--- src/rtl/hazard_pkg.sv ---
// Shared opcode/funct constants, counter width and decode payload for the hazard unit.
// Optional feature macro: HAZARD_JR_EN (jr treated as branch + jump).
package hazard_pkg;

  localparam int unsigned CNT_W = 16;

  localparam logic [5:0] OP_RTYPE  = 6'b000000;
  localparam logic [5:0] OP_REGIMM = 6'b000001;
  localparam logic [5:0] OP_J      = 6'b000010;
  localparam logic [5:0] OP_JAL    = 6'b000011;
  localparam logic [5:0] OP_BEQ    = 6'b000100;
  localparam logic [5:0] OP_BNE    = 6'b000101;
  localparam logic [5:0] OP_BLEZ   = 6'b000110;
  localparam logic [5:0] OP_BGTZ   = 6'b000111;
  localparam logic [5:0] OP_SB     = 6'b101000;
  localparam logic [5:0] OP_SH     = 6'b101001;
  localparam logic [5:0] OP_SW     = 6'b101011;
  localparam logic [5:0] FN_JR     = 6'b001000;

  typedef struct packed {
    logic [4:0] rs;
    logic [4:0] rt;
    logic       uses_rs;
    logic       uses_rt;
    logic       is_branch;
    logic       is_jump;
  } dec_t;

  // True when rd is a nonzero register that the decoded instruction reads.
  function automatic logic src_hit(input dec_t d, input logic [4:0] rd);
    return (rd != 5'd0) && ((d.uses_rs && (d.rs == rd)) || (d.uses_rt && (d.rt == rd)));
  endfunction

endpackage

--- src/rtl/hazard_decode.sv ---
// ID-stage instruction classifier: register usage, branch and jump flags.
// Optional feature macro: HAZARD_JR_EN.
module hazard_decode
  import hazard_pkg::*;
(
  input  logic [31:0] instr,
  output dec_t        dec_c
);

  logic [5:0] opcode;

  assign opcode = instr[31:26];

`ifdef HAZARD_JR_EN
  logic [5:0] funct;
  logic       unused_bits;
  assign funct       = instr[5:0];
  assign unused_bits = ^instr[15:6];
`else
  logic unused_bits;
  assign unused_bits = ^instr[15:0];
`endif

  always_comb begin
    dec_c           = '0;
    dec_c.rs        = instr[25:21];
    dec_c.rt        = instr[20:16];
    dec_c.uses_rs   = !((opcode == OP_J) || (opcode == OP_JAL));
    dec_c.uses_rt   = opcode inside {OP_RTYPE, OP_BEQ, OP_BNE, OP_SW, OP_SH, OP_SB};
    dec_c.is_branch = opcode inside {OP_BEQ, OP_BNE, OP_BLEZ, OP_BGTZ, OP_REGIMM};
    dec_c.is_jump   = opcode inside {OP_J, OP_JAL};
`ifdef HAZARD_JR_EN
    // jr resolves in ID, so it needs its source ready like a branch and redirects like a jump.
    if ((opcode == OP_RTYPE) && (funct == FN_JR)) begin
      dec_c.is_branch = 1'b1;
      dec_c.is_jump   = 1'b1;
    end
`endif
  end

endmodule

--- src/rtl/hazard_unit.sv ---
// Pipeline hazard detection: load-use / branch stalls, branch/jump flush, saturating event counters.
// Optional feature macro: HAZARD_JR_EN.
module hazard_unit
  import hazard_pkg::*;
(
  input  logic             Clk,
  input  logic             Rst,
  input  logic [31:0]      ID_Instruction,
  input  logic             comp_in,
  input  logic [4:0]       EX_Rd,
  input  logic [1:0]       EX_regWrite,
  input  logic [1:0]       EX_memRead,
  input  logic [4:0]       MEM_Rd,
  input  logic             MEM_regWrite,
  input  logic             MEM_memRead,
  output logic             stall_mux,
  output logic             flush,
  output logic             PCoff,
  output logic             IFID_writeOff,
  output logic [CNT_W-1:0] stall_count,
  output logic [CNT_W-1:0] flush_count
);

  dec_t             dec;
  logic             load_use;
  logic             branch_haz;
  logic             stall_c;
  logic             flush_c;
  logic [CNT_W-1:0] stall_count_d, stall_count_q;
  logic [CNT_W-1:0] flush_count_d, flush_count_q;

  // ALU results sitting in MEM are forwarded, so MEM write-enable never causes a hazard.
  logic unused_mem_rw;
  assign unused_mem_rw = MEM_regWrite;

  hazard_decode u_decode (
    .instr (ID_Instruction),
    .dec_c (dec)
  );

  always_comb begin
    load_use      = 1'b0;
    branch_haz    = 1'b0;
    stall_c       = 1'b0;
    flush_c       = 1'b0;
    stall_count_d = stall_count_q;
    flush_count_d = flush_count_q;

    load_use   = (|EX_memRead) && src_hit(dec, EX_Rd);
    branch_haz = dec.is_branch &&
                 (((|EX_regWrite) && src_hit(dec, EX_Rd)) ||
                  (MEM_memRead && src_hit(dec, MEM_Rd)));

    stall_c = !Rst && (load_use || branch_haz);
    flush_c = !Rst && !stall_c && ((dec.is_branch && comp_in) || dec.is_jump);

    if (stall_c && (stall_count_q != {CNT_W{1'b1}})) begin
      stall_count_d = stall_count_q + CNT_W'(1);
    end
    if (flush_c && (flush_count_q != {CNT_W{1'b1}})) begin
      flush_count_d = flush_count_q + CNT_W'(1);
    end
  end

  always_ff @(posedge Clk) begin
    if (Rst) begin
      stall_count_q <= '0;
      flush_count_q <= '0;
    end else begin
      stall_count_q <= stall_count_d;
      flush_count_q <= flush_count_d;
    end
  end

  assign stall_mux     = stall_c;
  assign PCoff         = stall_c;
  assign IFID_writeOff = stall_c;
  assign flush         = flush_c;
  assign stall_count   = stall_count_q;
  assign flush_count   = flush_count_q;

endmodule

--- config.mk ---
export PLATFORM = sky130hd
export DESIGN_NAME = hazard_unit
export DESIGN_NICKNAME = d
export VERILOG_FILES = /design/src/rtl/hazard_pkg.sv /design/src/rtl/hazard_decode.sv /design/src/rtl/hazard_unit.sv
export SDC_FILE = /design/constraint.sdc
export NUM_CORES = 1
export LEC_CHECK = 0
export CAP_MARGIN = 20
export CORE_MARGIN = 4
export CORE_UTILIZATION = 48
export CTS_CLUSTER_DIAMETER = 120
export DETAILED_ROUTE_END_ITERATION = 8
export HOLD_SLACK_MARGIN = 0.1
export PLACE_DENSITY = 0.94
export SYNTH_ARGS = -nofsm -noshare
export SYNTH_HDL_FRONTEND = slang
export SYNTH_HIERARCHICAL = 1
export SYNTH_SLANG_ARGS = --single-unit
--- constraint.sdc ---
create_clock -name Clk -period 6.95 [get_ports Clk]
set_clock_uncertainty 0.1 [all_clocks]
set_input_delay 1.39 -clock Clk [delete_from_list [all_inputs] [get_ports Clk]]
set_output_delay 1.39 -clock Clk [all_outputs]
set_load 0.02 [all_outputs]
==> summary.txt <==
Fin cells: 383
CP Launch Point: ID_Instruction[28]
GP Congestion: 0.871
CP startpoint kind: input pin
Top cell type's share of synthesized area: 28.3%
Most common cell after layout, fill and taps aside: clkdlybuf4s50_1
Hold_sp: stall_count[11]$_SDFFE_PP0P_
Setup TNS: 0 ns
CTS tree: built
Max clock buf depth: 2
Post-DP HPWL: 4350 um
Sw Pwr: 0.000100 W
Fin nets: 383
WP data arrival: 4.14 ns
Post-route DRC violation count: 0
Most frequent cells in the layout: clkdlybuf4s50_1, dfxtp_1, xnor2_1, nand2_1
Unique masters post-synth: 49
Syn Inst Count: 277
Outcome: complete, no violations
Highest clock rate: 0.178 GHz
Share of cells above drive strength 1: 9.37%
Synth area leader: dfxtp_1
Util after Layout: 66.9%
RSZ-0062 raised after global routing: false
First-pass GRT wire length: 10500 um
Routed vias: 2337
Clk Latency, worst-skew pair: 0.29 ns
Sw Share: 23.8%
Pint: 0.000320 W
Critical Path RT: 5.46 ns
Grt ovf: 0
Ant. Diodes: 0
Sink Count: 32
Pleak: 0.970 nW
Yosys reg bits: 32
Synth-to-Final Area Change: 31.6%
Starting Density: 50.8%
H-tree Lvls: 2
Worst flop-to-flop path startpoint: flush_count[2]$_SDFFE_PP0P_
Total track usage: 21.2%
VDD IR-drop max: 0.000106 V
Clock network fraction of design power: 42.5%
Boundary pin count: 87
Routed wire length: 5980 um
Pin count of the biggest net entering global routing: 54
Hold buffer count at cts: 0
CP endpoint kind: output port
Chip Height: 76.6 um
Vias in the first global route: 2276
Sequential fraction of the synthesis area: 28.3%
Num rows: 24
Final hold slack: 0.421 ns
Cell-by-cell trace of the critical path: clkdlybuf4s50_1 -> inv_1 -> a2111o_1 -> a21oi_1 -> nand2_1 -> o22ai_1 -> a22o_1 -> nor3_1 -> clkdlybuf4s50_1
Mapped Area: 2260 um2
Root buffer cell: clkbuf_8
Placed cell count: 375
Core ar.: 4440 um2
Synth top area cells: dfxtp_1, xnor2_1, buf_4, a21oi_1, o31ai_1
Clock Pin Slew Worst Setup and Hold Paths: 0.07 ns
Tightest Pin Transition: 0.627 ns
TritonCTS Buffers: 5
Period utilization: 81.0%
DR vias/cell: 6.10
DRT Pass-1 Iters: 4
Warnings, synthesis: 6
Sequential power share: 43.8%
Min-delay worst type: flop to flop
Die Width: 76.6 um
Post-CTS setup buffers: 0
Comb power frac: 13.6%
Final setup fails: 0
CP max stage delay: 0.57 ns
DRT antenna net count: 0
Initial antenna violation count: 0
Final hold vios: 0
Post-cts sizing count: 0
Die area: 5870 um2
Avg Cell Area, Syn: 8.16 um2
Pwr Density: 142 nW/um2
Slowest cell on crit path: a22o_1
Slew margin rel.: 58.2%
Most used cell, CP: clkdlybuf4s50_1
PortBufs: 69
Slew Viols, Final: 0
Drt initial violations: 210
Routed len/inst: 15.6 um
Tmin final: 5.63 ns
Post-Syn Nets: 330
CP max FO: 13
Crit path kind: input pin to output port
Maxcap violations: 0
-- path summary, 6_finish.rpt --
kind / to / slack (ns) / cells after the start
max: flush / 1.32 / 9
min: stall_count[11]$_SDFFE_PP0P_ / 0.42 / 2
max reg2reg: flush_count[9]$_SDFFE_PP0P_ / 4.65 / 6
min reg2reg: stall_count[11]$_SDFFE_PP0P_ / 0.42 / 2
-- routing by layer --
metal  up-vias  part of all wire [%]  GRT usage, %  wire length [um]
met2        91                    51          38.4              3060
met4         0                   2.2          9.24               133
met3        14                   5.1          4.02               306
li1       1139                     -             -                 -
met1      1093                    41          24.0              2480
met5         -                     0             0                 0
-- cell usage after synthesis, drive strengths merged --
cell type	number
nor3	18
o211ai	2
a21o	1
a22oi	2
inv	9
a21oi	19
o2111ai	1
a2111o	1
or4	13
nor3b	1
nand4b	1
o311a	2
mux2	9
a22o	1
dfxtp	32
xnor2	20
o22ai	2
a31o	5
mux2i	1
nand3b	2
o31ai	12
and3	3
nand3	14
nor2	19
nand4	13
nand2	20
ha	2
or3	1
buf	18
a311oi	1
nand2b	1
o41ai	1
and4	4
nor4	3
nor2b	10
clkbuf	7
o311ai	3
o21ai	3
-- critical path: cells and delay by family --
family / cells / cell delay [ns]
simple gates: 2 / 0.23
buf+inv: 3 / 1.12
compound gates: 4 / 1.40
-- sequential cells by signal (all words and copies together) (netlist names) --
| register | cells |
|---|---|
| stall_count | 16 |
| flush_count | 16 |
-- area by class of cell --
class                   instances  area (um2)
fillers                       361        1470
multi-input cells             211        1420
repair buffers                 71         706
flip-flops and latches         32         641
clock buffers                   6        72.6
well taps                      52        65.1
clock inverters                 2        35.0
inverters                       9        33.8
-- power by group through the flow --
stage / Sequential (W) / Clock [W] / Combinational (W)
finish: 0.000184 / 0.000179 / 0.0000573
global route: 0.000184 / 0.000189 / 0.0000620
CTS: 0.000184 / 0.000180 / 0.0000575
detailed placement: 0.000189 / 0 / 0.0000572
global placement: 0.000189 / 0 / 0.0000549
floorplan: 0.000189 / 0 / 0.0000334
-- cell families after synthesis --
family / Yosys count / share of synthesized area, %
AOI/OAI and AO/OA: 56 / 17.3
buffers and inverters: 34 / 8.80
adders and majority gates: 2 / 1.11
muxes: 10 / 4.93
xor gates and xnor gates: 20 / 7.75
DFF: 32 / 28.3
and+or+nand+nor: 123 / 31.7
-- metrics by stage --
stage	total power [W]	setup WS, ns	cell area (um2)
global placement	0.000244	1.39	2870
detailed placement	0.000246	1.35	2870
global route	0.000435	1.07	2970
floorplan	0.000222	2.20	2260
finish	0.000421	1.32	2970
CTS	0.000422	1.34	2970
Power figures use the tool's default switching activity.
